**config.mk**
```make
export PLATFORM = sky130hd
export DESIGN_NAME = tdc_fifo_uart_tx
export DESIGN_NICKNAME = d
export VERILOG_FILES = /design/src/rtl/tdc_fifo_uart_tx_pkg.sv /design/src/rtl/tdc_fifo_uart_tx_baud_tick.sv /design/src/rtl/tdc_fifo_uart_tx.sv
export SDC_FILE = /design/constraint.sdc
export NUM_CORES = 1
export LEC_CHECK = 0
export BUFFER_PORTS_ARGS = -buffer_cell sky130_fd_sc_hd__buf_2
export CORE_MARGIN = 10
export CORE_UTILIZATION = 62
export CTS_CLUSTER_SIZE = 28
export DETAILED_ROUTE_END_ITERATION = 10
export PLACE_DENSITY_LB_ADDON = 0.1
export SETUP_SLACK_MARGIN = 0.3
export SYNTH_ARGS = -nofsm -noshare
export SYNTH_HDL_FRONTEND = slang
export SYNTH_SLANG_ARGS = --single-unit
```
**constraint.sdc**
```tcl
create_clock -name SYSCLK -period 2.8 [get_ports SYSCLK]
set_input_delay 0.14 -clock SYSCLK [delete_from_list [all_inputs] [get_ports SYSCLK]]
set_output_delay 0.14 -clock SYSCLK [all_outputs]
set_load 0.02 [all_outputs]
```
**src/rtl/tdc_fifo_uart_tx_pkg.sv**
```systemverilog
// tdc_fifo_uart_tx_pkg: FSM state codes and UART line constants shared by the FIFO-to-UART drain.
package tdc_fifo_uart_tx_pkg;
  localparam logic [2:0] IDLE  = 3'd0;
  localparam logic [2:0] RD    = 3'd1;
  localparam logic [2:0] LATCH = 3'd2;
  localparam logic [2:0] START = 3'd3;
  localparam logic [2:0] DATA  = 3'd4;
  localparam logic [2:0] PAR   = 3'd5;
  localparam logic [2:0] STOP  = 3'd6;
  localparam logic UART_IDLE  = 1'b1;
  localparam logic UART_START = 1'b0;
  localparam int DATA_BITS = 8;
endpackage

```
**src/rtl/tdc_fifo_uart_tx_baud_tick.sv**
```systemverilog
// tdc_baud_tick: per-bit down-counter; reloads on load and flags the final cycle of each bit.
module tdc_baud_tick #(
  parameter int CLKS_PER_BIT = 868
) (
  input  logic SYSCLK,
  input  logic RESET,
  input  logic load,
  input  logic en,
  output logic tick
);
  logic [15:0] cnt;
  assign tick = en && cnt == '0;
  always_ff @(posedge SYSCLK or posedge RESET)
    if (RESET) cnt <= '0;
    else if (load) cnt <= 16'(CLKS_PER_BIT - 1);
    else if (en && cnt != '0) cnt <= cnt - 16'd1;
endmodule

```
**src/rtl/tdc_fifo_uart_tx.sv**
```systemverilog
// tdc_fifo_uart_tx: drains the TDC byte FIFO one frame at a time onto a UART line (8N1).
// Define TDC_UART_PARITY_EN for 8E1 framing with an even parity bit after the data bits.
module tdc_fifo_uart_tx
  import tdc_fifo_uart_tx_pkg::*;
#(
  parameter int CLKS_PER_BIT = 868,
  parameter int CNT_W        = 16
) (
  input  logic             SYSCLK,
  input  logic             RESET,
  input  logic             fifo_data_available,
  input  logic [7:0]       fifo_dout,
  output logic             read_fifo,
  output logic             uart_tx,
  output logic             tx_busy,
  output logic [CNT_W-1:0] tx_count
);
  logic [2:0] state;
  logic [7:0] shreg;
  logic [2:0] bit_idx;
  logic       tick;
  logic       load;
  logic       en;
`ifdef TDC_UART_PARITY_EN
  logic       par;
  assign en = state == START || state == DATA || state == PAR || state == STOP;
`else
  assign en = state == START || state == DATA || state == STOP;
`endif
  assign load = state == LATCH || tick;
  tdc_baud_tick #(.CLKS_PER_BIT(CLKS_PER_BIT)) baud (
    .SYSCLK(SYSCLK),
    .RESET (RESET),
    .load  (load),
    .en    (en),
    .tick  (tick)
  );
  always_ff @(posedge SYSCLK or posedge RESET)
    if (RESET) begin
      state     <= IDLE;
      read_fifo <= 1'b0;
      uart_tx   <= UART_IDLE;
      tx_busy   <= 1'b0;
      tx_count  <= '0;
      shreg     <= '0;
      bit_idx   <= '0;
`ifdef TDC_UART_PARITY_EN
      par       <= 1'b0;
`endif
    end else begin
      case (state)
        IDLE: begin
          read_fifo <= fifo_data_available;
          tx_busy   <= fifo_data_available;
          state     <= fifo_data_available ? RD : IDLE;
        end
        RD: begin
          read_fifo <= 1'b0;
          state     <= LATCH;
        end
        LATCH: begin
          shreg   <= fifo_dout;
          uart_tx <= UART_START;
          bit_idx <= '0;
          state   <= START;
`ifdef TDC_UART_PARITY_EN
          par     <= ^fifo_dout;
`endif
        end
        START: if (tick) begin
          uart_tx <= shreg[0];
          shreg   <= shreg >> 1;
          state   <= DATA;
        end
        DATA: if (tick) begin
          if (bit_idx == 3'(DATA_BITS - 1)) begin
`ifdef TDC_UART_PARITY_EN
            uart_tx <= par;
            state   <= PAR;
`else
            uart_tx <= UART_IDLE;
            state   <= STOP;
`endif
          end else begin
            bit_idx <= bit_idx + 3'd1;
            uart_tx <= shreg[0];
            shreg   <= shreg >> 1;
          end
        end
`ifdef TDC_UART_PARITY_EN
        PAR: if (tick) begin
          uart_tx <= UART_IDLE;
          state   <= STOP;
        end
`endif
        STOP: if (tick) begin
          tx_count <= tx_count + CNT_W'(1);
          tx_busy  <= 1'b0;
          state    <= IDLE;
        end
        default: state <= IDLE;
      endcase
    end
endmodule

```
# Word level (Yosys, flattened, before mapping)
# Cells that the tools add are included.
dict set report classes {
  addsub 3
  eq_ne 11
  mux 22
  reduce_logical 19
}
# operator count
set ops {}
lappend ops {{two-way mux 16 bit} 2}
lappend ops {{two-way mux 8 bit} 3}
lappend ops {{case mux 8 bit (3 select lines)} 1}
lappend ops {{two-way mux 3 bit} 6}
lappend ops {{case mux 3 bit (6 select lines)} 1}
lappend ops {{adder 16 x 1 -> 16 bit, second input constant} 1}
lappend ops {{zero test 16 bit} 1}
lappend ops {{nonzero test 16 bit} 1}
lappend ops {{subtractor 16 x 1 -> 16 bit, second input constant} 1}
lappend ops {{== test 3 bit, second input constant} 3}
lappend ops {{inequality test 2 bit, second input constant} 4}
lappend ops {{AND reduction 4 bit} 2}
lappend ops {{nonzero test 2 bit} 4}
lappend ops {{== test 3 x 2 -> 1 bit, second input constant} 2}
lappend ops {{case mux 3 bit (2 select lines)} 1}
lappend ops {{AND reduction 3 bit} 2}
lappend ops {{two-way mux 1 bit} 5}
lappend ops {{case mux 1 bit (2 select lines)} 2}
lappend ops {{AND reduction 2 bit} 2}
lappend ops {{adder 3 x 1 -> 3 bit, second input constant} 1}
lappend ops {{== test 3 x 1 -> 1 bit, second input constant} 1}
lappend ops {{zero test 3 bit} 1}
lappend ops {{logical OR 1 bit} 3}
lappend ops {{case mux 1 bit (3 select lines)} 1}
lappend ops {{3 further kinds} 4}
dict set report word_totals {
  regBits 49
  out_inout_bits 19
  wordCells 63
}

# Logic depth before layout (Yosys ltp)
dict set report depth {
  ltp_word 6
  ltp_mapped 9
  mapped_depth_nobuf 7
}

# Cells and area by module
# From an unflattened synthesis, not the netlist that was laid out.
dict set report unflattened {
  hier_cells 248
  area_unflattened_um2 2683.8
}
# module n_inst cells_each area_each_um2 seq_area_each_um2
set by_module_without_submodules {}
lappend by_module_without_submodules {tdc_fifo_uart_tx 1 149 1750.4 827.0}
lappend by_module_without_submodules {tdc_baud_tick 1 99 933.4 400.4}

# Worst setup path after synthesis
# Ideal clock, no wire load.
dict set report synth_timing {
  kind {reg2reg}
  from {register baud.cnt[0]}
  to {register tx_count[1]}
  arrival_ps 1693
  required_time_ps 2672
  slack_ps 980
  stages_incl_launch_ff 7
  path_buffers 0
  synth_period_minus_slack_ps 1820
  cell_sequence {dfrtp_1 -> inv_1 -> ha_1 -> nor2b_1 -> nand4_2 -> nor2_1 -> mux2_1}
}
dict set report synth_via {
  elab_chain_cells 3
}
# element line
set synth_lines {}
lappend synth_lines {{start: declaration} tdc_fifo_uart_tx_baud_tick.sv:11} ;# logic [15:0] cnt;
lappend synth_lines {{start signal: assignment} tdc_fifo_uart_tx_baud_tick.sv:15} ;# else if (load) cnt <= 16'(CLKS_PER_BIT - 1);
lappend synth_lines {{start signal: assignment} tdc_fifo_uart_tx_baud_tick.sv:16} ;# else if (en && cnt != '0) cnt <= cnt - 16'd1;
lappend synth_lines {{zero test 16 bit} tdc_fifo_uart_tx_baud_tick.sv:12} ;# assign tick = en && cnt == '0;
lappend synth_lines {{logical AND 1 bit} tdc_fifo_uart_tx_baud_tick.sv:12}
lappend synth_lines {{AND reduction 2 bit (no line)} --}
lappend synth_lines {{end signal: assignment} tdc_fifo_uart_tx.sv:97} ;# tx_count <= tx_count + CNT_W'(1);
lappend synth_lines {{end: declaration} tdc_fifo_uart_tx.sv:16} ;# output logic [CNT_W-1:0] tx_count
# Every way passes these cells.
# A chain may end at the register's enable or synchronous reset.

# Worst setup path after layout
dict set report layout_timing {
  from {register baud.cnt[1]}
  to {register shreg[0]}
}
dict set report layout_via {
  elab_chain_cells 4
}
# element line
set layout_lines {}
lappend layout_lines {{zero test 16 bit *} tdc_fifo_uart_tx_baud_tick.sv:12}
lappend layout_lines {{logical AND 1 bit *} tdc_fifo_uart_tx_baud_tick.sv:12}
lappend layout_lines {{inequality test 2 bit (no line)} --}
lappend layout_lines {{AND reduction 4 bit (no line) *} --}
lappend layout_lines {{end signal: assignment} tdc_fifo_uart_tx.sv:62} ;# shreg <= fifo_dout;
lappend layout_lines {{end signal: assignment} tdc_fifo_uart_tx.sv:72} ;# shreg <= shreg >> 1;
lappend layout_lines {{end signal: assignment} tdc_fifo_uart_tx.sv:87} ;# shreg <= shreg >> 1;
lappend layout_lines {{end: declaration} tdc_fifo_uart_tx.sv:19} ;# logic [7:0] shreg;
# Mark *: on every way between the ends. The rest lies on a longest branch, timed or not.

==> metrics <==
reg2reg path depth=9; DR WL/cell=roughly 15 um; post-cts sizing count=0; Setup WS post-layout=around 0.73 ns; Final Critical Period=about 2.1 ns; largest family of logic cells by synthesized area=simple AND/OR/NAND/NOR gates; initial core utilization=about two thirds; fin nets=a little under 300; vias per cell=between 5 and 6; mux share of post-synthesis cell area=about 4.6%; TritonCTS buffer count=5; Core ar.=3770 um2; number of flops mapped to enable cells by yosys=0; crit end category=flop; final setup violation count=0; Post-Synthesis Cell Area=about 2500 um2; Final period util=between 70% and 80%; Worst Tran Pin Value=~0.99 ns; Final Hold Fails=0; Synth warnings=0; Max Clock Skew=0.00951 ns; Avg Inst Size Synth=approximately 10 um2; critical path class=reg -> reg; status=finished, final reports clean; Synth Area in XOR/XNOR=a little under a tenth; Max Buffers Root-to-Sink=2; initial antenna violation count=0; Worst-path clk slew=roughly 0.090 ns; Main synth FF type=dfrtp_1; Gate power share=under 10%; sw frac=between 20% and 30%; number of max-cap violations=0; H-tree Lvls=2; internal power=0.924 mW; Post-Synth Simple-Gate Area=approximately a quarter; I/O Pins=30; Final HPWL DP=around 3600 um; Die W=about 83 um; slew margin rel.=33.7%; Max Slew Vio Count=0; share of cells above drive strength 1=between 10% and 20%; WP data arrival=between 2 and 2.5 ns; total routing usage reported by global routing=around 14%; total power=1.17 mW; Clock Latency Late Sink=about 0.30 ns; Clock Root Buffer=clkbuf_8; Clk pwr share=between 30% and 40%; Synth Area in Adders=under 10%; gr ovfl total=0; Crit Path Max Fanout=9; Post-Syn Instances=between 200 and 250; first-pass GRT wire length=just over 8000 um; leakage power=between 1 and 1.5 nW; n_diodes=0; worst vdd ir=roughly 0.00035 V; Psw=0.247 mW; Peak Freq=484 MHz; drt pass-1 iters=4; cell total after placement=about 320; pin count of the biggest net entering global routing=50; antenna-violating nets left=0; flops & latches, synth=49; Die Y=about 83 um; Async SR Flop Fraction=100%; via count of the first global-routing pass=around 1800; Rows=22; Sequential Power Share=between 60% and 70%; WL final=~5000 um; worst hold margin=around 0.057 ns; Setup Slack @ Placement=about 0.5 ns; Syn Nets=260; Hold Path Cell Cnt=3; CTS tree=yes; CP startpoint kind=flop; drt initial violations=between 100 and 150; cts hold-fix bufs=0; critical path required time=around 3.0 ns; Num Clock Sinks=49; Placer Congestion=a little over 0.8; Setup TNS Final=0 ns; hold crit path type=in -> reg; RSZ-0062 raised after global routing=no; complex-gate fraction of the synthesized area=under 10%; die area=between 6000 and 7000 um2; vias=1860; DRC=0; area grow syn2layout=12.2%; IO Port Bufs=29; power per cell area=421 nW/um2; final std cells w/o fill=roughly 330; Netlist cell types=43; register area share after synthesis=between 40% and 50%
[final timing paths]
kind,start,end,slack [ns]
setup / recovery,baud.cnt[1],shreg[0],0.73
hold / removal,fifo_dout[7],shreg[7],0.06
setup reg to reg,baud.cnt[1],shreg[0],0.73
hold reg to reg,tx_count[15],tx_count[15],0.47
max in group asynchronous,RESET,baud.cnt[8],2.12
min in group asynchronous,RESET,tx_count[6],0.07
[cell usage in the layout, fill, tap and decap left out, types with 8 or more instances in the layout]
cell type  count
mux2i_1        8
nand3_1       10
buf_2         29
o21ai_0        8
xnor2_1       21
nand2_1       30
a21oi_1       10
nand4_1        8
nor2_1        29
dfrtp_1       48
[routing by layer]
layer / global-route usage [%] / wire length, um
met4: 6.77 / 100
met5: 0 / 0
met3: 4.39 / 254
met2: 21.0 / 2290
met1: 17.6 / 2250
[repair_timing]
item | 4_1_cts | 5_1_grt
endpoints found under the setup margin | 0 | 13
hold endpoints to repair | 0 | 0
buffers inserted | 0 | 3
[Yosys cell counts, drive strengths merged (2+ instances only)]
| library cell | number | area [um2] |
|---|---|---|
| a21oi | 12 | 67.6 |
| nor3 | 9 | 72.6 |
| nand4 | 9 | 62.6 |
| nor2b | 3 | 18.8 |
| xnor2 | 21 | 184 |
| buf | 5 | 30.0 |
| and3 | 2 | 12.5 |
| nand2 | 30 | 113 |
| inv | 8 | 30.0 |
| dfrtp | 48 | 1200 |
| nand2b | 4 | 25.0 |
| xor2 | 6 | 52.6 |
| nor2 | 29 | 109 |
| nand3 | 11 | 60.1 |
| nor4 | 7 | 80.1 |
| o21ai | 10 | 50.1 |
| mux2i | 8 | 80.1 |
| or2 | 2 | 12.5 |
| ha | 4 | 50.1 |
| clkbuf | 2 | 7.51 |
| a31oi | 2 | 12.5 |
[registers in the layout (all words and copies together), names as in the netlist]
register,cells
uart_tx,1
state,3
read_fifo,1
tx_count,16
bit_idx,3
tx_busy,1
baud.cnt,16
shreg,8
[cells by family after synthesis]
group                      after synthesis
xor gates and xnor gates                27
and+or+nand+nor                        110
adders and majority gates                5
buffers and inverters                   15
muxes                                   10
DFF                                     49
AOI/OAI and AO/OA                       29
[final cells by class]
class                      count  area [um2]
timing repair buffer          35         190
sequential                    49        1230
inverter                       8        30.0
fill                         273         992
clock buffer                   8        90.1
multi-input combinational    181        1180
tap                           48        60.1
[stage by stage]
step	utilization (%)	cell area, um2
2_1_floorplan	-	2480
3_3_place_gp	70.7	2670
3_5_place_dp	70.7	2670
4_1_cts	73.1	2760
5_1_grt	73.7	2780
6_report	73.7	2780
[worst max-delay path: stages, from the launching register on]
cell     delay [ns]
dfrtp_1        0.41
inv_1          0.07
ha_1           0.17
nor4b_1        0.31
nand4_1        0.15
buf_4          0.20
a21oi_2        0.29
buf_4          0.22
nor2_1         0.05
a21oi_1        0.12
[power by group through the flow]
stage | combinational [mW] | clock (mW) | sequential, mW
global route | 0.0343 | 0.469 | 0.717
finish | 0.0293 | 0.426 | 0.716
detailed placement | 0.0307 | 0 | 0.730
CTS | 0.0306 | 0.435 | 0.716
global placement | 0.0297 | 0 | 0.730
floorplan | 0.0183 | 0 | 0.729
No activity file was read; power rests on OpenSTA's default activity.
